File: config.mk
export PLATFORM = sky130hd
export DESIGN_NAME = buf_pingpong_ctrl
export DESIGN_NICKNAME = d
export VERILOG_FILES = /design/src/rtl/buf_pingpong_ctrl_pkg.sv /design/src/rtl/buf_bank_fsm.sv /design/src/rtl/buf_pingpong_ctrl.sv
export SDC_FILE = /design/constraint.sdc
export NUM_CORES = 1
export LEC_CHECK = 0
export CAP_MARGIN = 0
export CORE_ASPECT_RATIO = 2
export CORE_MARGIN = 2
export CORE_UTILIZATION = 50
export CTS_BUF_LIST = sky130_fd_sc_hd__clkbuf_4 sky130_fd_sc_hd__clkbuf_8
export CTS_CLUSTER_DIAMETER = 80
export CTS_CLUSTER_SIZE = 14
export DETAILED_ROUTE_END_ITERATION = 7
export GPL_TIMING_DRIVEN = 0
export PLACE_DENSITY = 0.95
export SLEW_MARGIN = 20
export SYNTH_ARGS = -nofsm -noshare
export SYNTH_HDL_FRONTEND = slang
export SYNTH_SLANG_ARGS = --single-unit
File: constraint.sdc
create_clock -name clk -period 2.8 [get_ports clk]
set_clock_uncertainty 0.05 [all_clocks]
set_input_delay 0.56 -clock clk [delete_from_list [all_inputs] [get_ports clk]]
set_output_delay 0.56 -clock clk [all_outputs]
set_load 0.01 [all_outputs]
File: src/rtl/buf_pingpong_ctrl_pkg.sv
// buf_pingpong_ctrl_pkg: bank state encodings and geometry of the 208-word pixel buffer.
package buf_pingpong_ctrl_pkg;
   typedef enum logic [1:0] {EMPTY = 2'd0, FILLING = 2'd1, FULL = 2'd2, DRAINING = 2'd3} bank_st_t;
   localparam int BUF_ADDR_W     = 8;
   localparam int BUF_OFS_W      = 7;
   localparam int BUF_BANK_DEPTH = 104;
   localparam int BUF_BANK_BASE0 = 0;
   localparam int BUF_BANK_BASE1 = 104;
endpackage

File: src/rtl/buf_bank_fsm.sv
// buf_bank_fsm: ownership state of one buffer bank, EMPTY -> FILLING -> FULL -> DRAINING -> EMPTY.
module buf_bank_fsm
   import buf_pingpong_ctrl_pkg::*;
#(
   parameter logic RST_FILL = 1'b0
) (
   input  logic       clk,
   input  logic       rst_n,
   input  logic       grant_wr,
   input  logic       done_wr,
   input  logic       start_rd,
   input  logic       done_rd,
   output logic [1:0] st
);
   bank_st_t cur, nxt;

   always_ff @(posedge clk or negedge rst_n)
      if (!rst_n) cur <= RST_FILL ? FILLING : EMPTY;
      else cur <= nxt;

   always_comb begin
      nxt = cur;
      case (cur)
         EMPTY:    nxt = grant_wr ? FILLING : EMPTY;
         FILLING:  nxt = done_wr ? FULL : FILLING;
         FULL:     nxt = done_rd ? EMPTY : start_rd ? DRAINING : FULL;
         DRAINING: nxt = done_rd ? EMPTY : DRAINING;
         default:  nxt = EMPTY;
      endcase
   end

   assign st = cur;
endmodule

File: src/rtl/buf_pingpong_ctrl.sv
// buf_pingpong_ctrl: ping-pong bank ownership and RAM port control for the 64x208 pixel buffer.
// Define BUF_PINGPONG_ERR_EN to build the sticky protocol-error flag; otherwise err is tied low.
module buf_pingpong_ctrl
   import buf_pingpong_ctrl_pkg::*;
#(
   parameter int ADDR_W     = BUF_ADDR_W,
   parameter int BANK_DEPTH = BUF_BANK_DEPTH,
   parameter int OFS_W      = BUF_OFS_W
) (
   input  logic              clk,
   input  logic              rst_n,
   input  logic              wr_valid,
   input  logic [1:0]        wr_we,
   input  logic [OFS_W-1:0]  wr_ofs,
   input  logic              wr_done,
   output logic              wr_ready,
   input  logic              rd_en,
   input  logic              rd_done,
   output logic              rd_avail,
   output logic              rd_vld,
   output logic [OFS_W-1:0]  rd_ofs,
   output logic [1:0]        ram_a_we,
   output logic [ADDR_W-1:0] ram_a_addr,
   output logic              ram_b_re,
   output logic [ADDR_W-1:0] ram_b_addr,
   output logic              err
);
   localparam logic [OFS_W-1:0]  LAST = OFS_W'(BANK_DEPTH);
   localparam logic [ADDR_W-1:0] B0   = ADDR_W'(BUF_BANK_BASE0);
   localparam logic [ADDR_W-1:0] B1   = ADDR_W'(BUF_BANK_BASE1);

   logic [1:0]       st [2];
   logic             wr_bank, rd_bank, ofs_ok, wr_fire, rd_fire, rd_go;
   logic [OFS_W-1:0] rd_cnt;

   assign wr_ready   = st[wr_bank] == FILLING;
   assign rd_avail   = st[rd_bank] == FULL || st[rd_bank] == DRAINING;
   assign ofs_ok     = wr_ofs < LAST;
   assign ram_a_we   = wr_valid && wr_ready && ofs_ok ? wr_we : 2'b00;
   assign ram_a_addr = ADDR_W'(wr_ofs) + (wr_bank ? B1 : B0);
   assign wr_fire    = wr_done && wr_ready;
   assign rd_fire    = rd_done && rd_avail;
   assign rd_go      = rd_en && rd_avail && rd_cnt < LAST;
   assign ram_b_re   = rd_go;
   assign ram_b_addr = ADDR_W'(rd_cnt) + (rd_bank ? B1 : B0);

   // An empty bank is handed to the writer when it is the writer's next bank or the writer just finished.
   for (genvar i = 0; i < 2; i++) begin : g_bank
      buf_bank_fsm #(.RST_FILL(i == 0)) u_fsm (
         .clk      (clk),
         .rst_n    (rst_n),
         .grant_wr (st[i] == EMPTY && (wr_bank == 1'(i) || wr_fire)),
         .done_wr  (wr_fire && wr_bank == 1'(i)),
         .start_rd (rd_en && rd_bank == 1'(i)),
         .done_rd  (rd_fire && rd_bank == 1'(i)),
         .st       (st[i])
      );
   end

   always_ff @(posedge clk or negedge rst_n)
      if (!rst_n) begin
         wr_bank <= 1'b0;
         rd_bank <= 1'b0;
         rd_cnt  <= '0;
         rd_vld  <= 1'b0;
         rd_ofs  <= '0;
      end else begin
         wr_bank <= wr_bank ^ wr_fire;
         rd_bank <= rd_bank ^ rd_fire;
         rd_cnt  <= rd_fire ? '0 : rd_cnt + OFS_W'(rd_go);
         rd_vld  <= rd_go;
         if (rd_go) rd_ofs <= rd_cnt;
      end

`ifdef BUF_PINGPONG_ERR_EN
   always_ff @(posedge clk or negedge rst_n)
      if (!rst_n) err <= 1'b0;
      else if ((wr_valid && !ofs_ok) || (wr_done && !wr_ready) || ((rd_done || rd_en) && !rd_avail)) err <= 1'b1;
`else
   assign err = 1'b0;
`endif
endmodule

==> out/summary.txt <==
Rows - 26
pwr dens - 933 nW/um2
Hold Path End - rd_ofs[6]$_DFFE_PN0N_
Die H - 76.3 um
Routed WL - 2.94 mm
synth unique cells - 32
Synth area leader - dfrtp_1
reg-to-reg critical path endpoint - rd_cnt[6]$_DFF_PN0_
initial cell density of the core - 0.521
Synthesis Warnings - 0
EDFF count, synth - 0
fmax - 0.374 GHz
post-CTS setup buffer count - 0
Yosys reg bits - 21
largest net degree at the start of global routing - 22
post-synthesis sequential area ratio - 0.404
flop-to-flop setup slack - 0.62 ns
core area - 2500 um2
post-route insts no fill - 187
CTS tree - built
Routed Antenna Nets - 0
first-pass GRT wire length - 4.60 mm
# diodes - 0
worst relative slew slack - 0.381
Critical Path Max Stage Delay - 0.60 ns
unrepaired setup endpoints after global routing - no
Max VDD drop - 0.629 mV
Pre-antenna DRT Iters - 4
worst-skew pair later-pin latency - 0.26 ns
Avg Inst Size Synth - 11.3 um2
vias in the first global route - 1137
Port Buffer Count - 40
Vias - 1025
Hold Path Class - flop to flop
clk buf depth - 2
Global Route Usage Sum - 0.210
max-cap violations - 0
CP top delay family - buffers and inverters
Synth Flop Type - dfrtp_1
Hold Vio Cnt, Final - 0
H-tree levels - 1
main area contributors after synthesis - dfrtp_1 (38%), ha_1 (16%), mux2_2 (4.3%)
area grow syn2layout - 38.5%
initial antenna violation count - 0
CP Launch Type - input pin
drc violations - 0
status - finished clean
Worst-path clk slew - 0.07 ns
crit path capture type - output port
clk root buf - clkbuf_8
hold path cells - 1
Post-Syn Nets - 147
DP Wirelength - 2.35 mm
Setup CP Type - input pin to output port
routed length per instance - 15.7 um
depth of the worst register-to-register path - 8
critical path buffer and inverter count - 3
die area - 3060 um2
clock period minus worst slack - 2.68 ns
Fillers - 178
top cell type's share of synthesized area - 0.384
grt total ovfl - 0
static leakage power - 0.885 nW
I/O Pins - 45
crit path cell chain - clkdlybuf4s50_1, nand3_4, inv_1, clkdlybuf4s50_1
CP max-delay cell - clkdlybuf4s50_1
WHS - 0.459 ns
initial drt markers - 11
RR Startpoint - rd_cnt[4]$_DFF_PN0_
HP Start - rd_ofs[6]$_DFFE_PN0N_
CP max FO - 6
Slew Limit Fails - 0
CP most frequent cell - clkdlybuf4s50_1
final layout net count - 192
critical path required time - 2.19 ns
GPL Wtd Cong - 0.762
fraction of registers with async set/reset - 1.00
final setup vio count - 0
DP Cell Count - 183
Die Span X - 40.1 um
measured slew at the worst slew-check pin - 0.925 ns
WP data arrival - 2.07 ns
mean number of vias per cell - 5.48
share of layout cells above drive strength 1 - 0.208
Final Cycle Share - 0.956
TritonCTS Buffers - 3
Synth Instances - 115
clk sinks - 21
CTS Hold Buffers Added - 0
post-synthesis instance area - 1310 um2
==> worst max-delay path by stage <==
stage                                      to           startpoint  cells after the start
after global placement          ram_a_addr[6]            wr_ofs[5]                      5
after floorplan           rd_cnt[6]$_DFF_PN0_  rd_cnt[4]$_DFF_PN0_                      8
final                                ram_b_re                rd_en                      4
after CTS                       ram_a_addr[5]            wr_ofs[3]                      5
after global routing              ram_a_we[0]            wr_ofs[4]                      4
after detailed placement        ram_a_addr[6]            wr_ofs[5]                      5
==> where the power goes <==
group          leakage, nW  internal [mW]  switching, mW
Clock               0.0262          0.111         0.0913
Combinational        0.591          0.551          0.435
Sequential           0.268          0.404         0.0942
Total                0.885           1.07          0.621
==> kinds of logic (layout without fill, tap and decap cells) <==
group,after synthesis,after routing,share of synthesized area
XOR/XNOR,7,7,0.0470
flip-flops,21,21,0.404
adder cells (fa/ha/maj),17,17,0.163
other,1,1,0.00287
buffers and inverters,16,60,0.0786
multiplexers,8,8,0.0700
AND/OR/NAND/NOR,26,26,0.119
AO/OA/AOI/OAI,19,19,0.116
==> cell usage after synthesis, drive strengths merged (3+ instances only) <==
library cell / instances
xor2: 4
buf: 10
a21o: 4
dfrtp: 20
mux2: 6
ha: 17
nand2: 7
nor2: 7
nand3: 4
inv: 6
xnor2: 3
==> worst register-to-register path, cell delays in order, from the launching register on <==
cell and delay [ns]:
dfrtp_1 0.46, o211ai_1 0.34, nand3_4 0.16, inv_1 0.18, ha_1 0.18, ha_1 0.20, nand2_1 0.08, or3_1 0.33
a21oi_2 0.14
==> flip-flops by register name, summed over array words and instances (netlist names) <==
register         count
rd_cnt               7
rd_ofs               7
g_bank.u_fsm.st      4
rd_bank              1
rd_vld               1
wr_bank              1
==> per-stage QoR <==
stage                     worst slack, ns  cell area [um2]  TNS (ns)  power [mW]  utilization
after global routing              0.00989             1810         0        1.80        0.722
after global placement            -0.0337             1740   -0.0337        1.44        0.695
after CTS                         0.00736             1810         0        1.71        0.721
after detailed placement           -0.108             1740    -0.170        1.49        0.695
final                               0.124             1810         0        1.69        0.722
after floorplan                     0.822             1310         0        1.05            -
==> cell usage in the layout (no fill, tap or decap), types with 2 or more instances in the layout <==
cell type,instances
clkdlybuf4s50_1,37
dfrtp_1,20
ha_1,16
nand2_1,7
buf_4,7
inv_1,6
mux2_2,5
a21o_1,4
nor2_1,4
xor2_1,4
xnor2_1,3
nand3_1,3
nor2_2,3
clkbuf_8,3
buf_6,2
o211ai_1,2
a311oi_1,2
a211oi_1,2
mux2i_1,2
o21ai_0,2
or3_1,2
a21oi_2,2
nor2b_2,2
and4_1,2
o22a_1,2
dlygate4sd2_1,2
==> area by class of cell <==
class,count,area (um2),area share
Multi-Input combinational cell,78,694,0.384
Sequential cell,21,527,0.291
Timing Repair Buffer,40,400,0.221
Buffer,10,80.1,0.0443
Clock buffer,4,48.8,0.0270
Inverter,6,22.5,0.0125
Tap cell,28,35.0,0.0194
==> repair_timing <==
| item | in CTS | in global routing |
|---|---|---|
| endpoints found under the hold margin | 0 | 0 |
| endpoints found under the setup margin | 2 | 1 |
| gates resized for setup | 4 | 1 |
==> layer usage <==
metal	track usage	part of all wire	vias up
met4	0.0759	0.024	0
li1	-	-	481
met2	0.410	0.60	38
met1	0.185	0.32	499
met3	0.0262	0.051	7
met5	0	0	-
No activity file was read; power rests on OpenSTA's default activity.
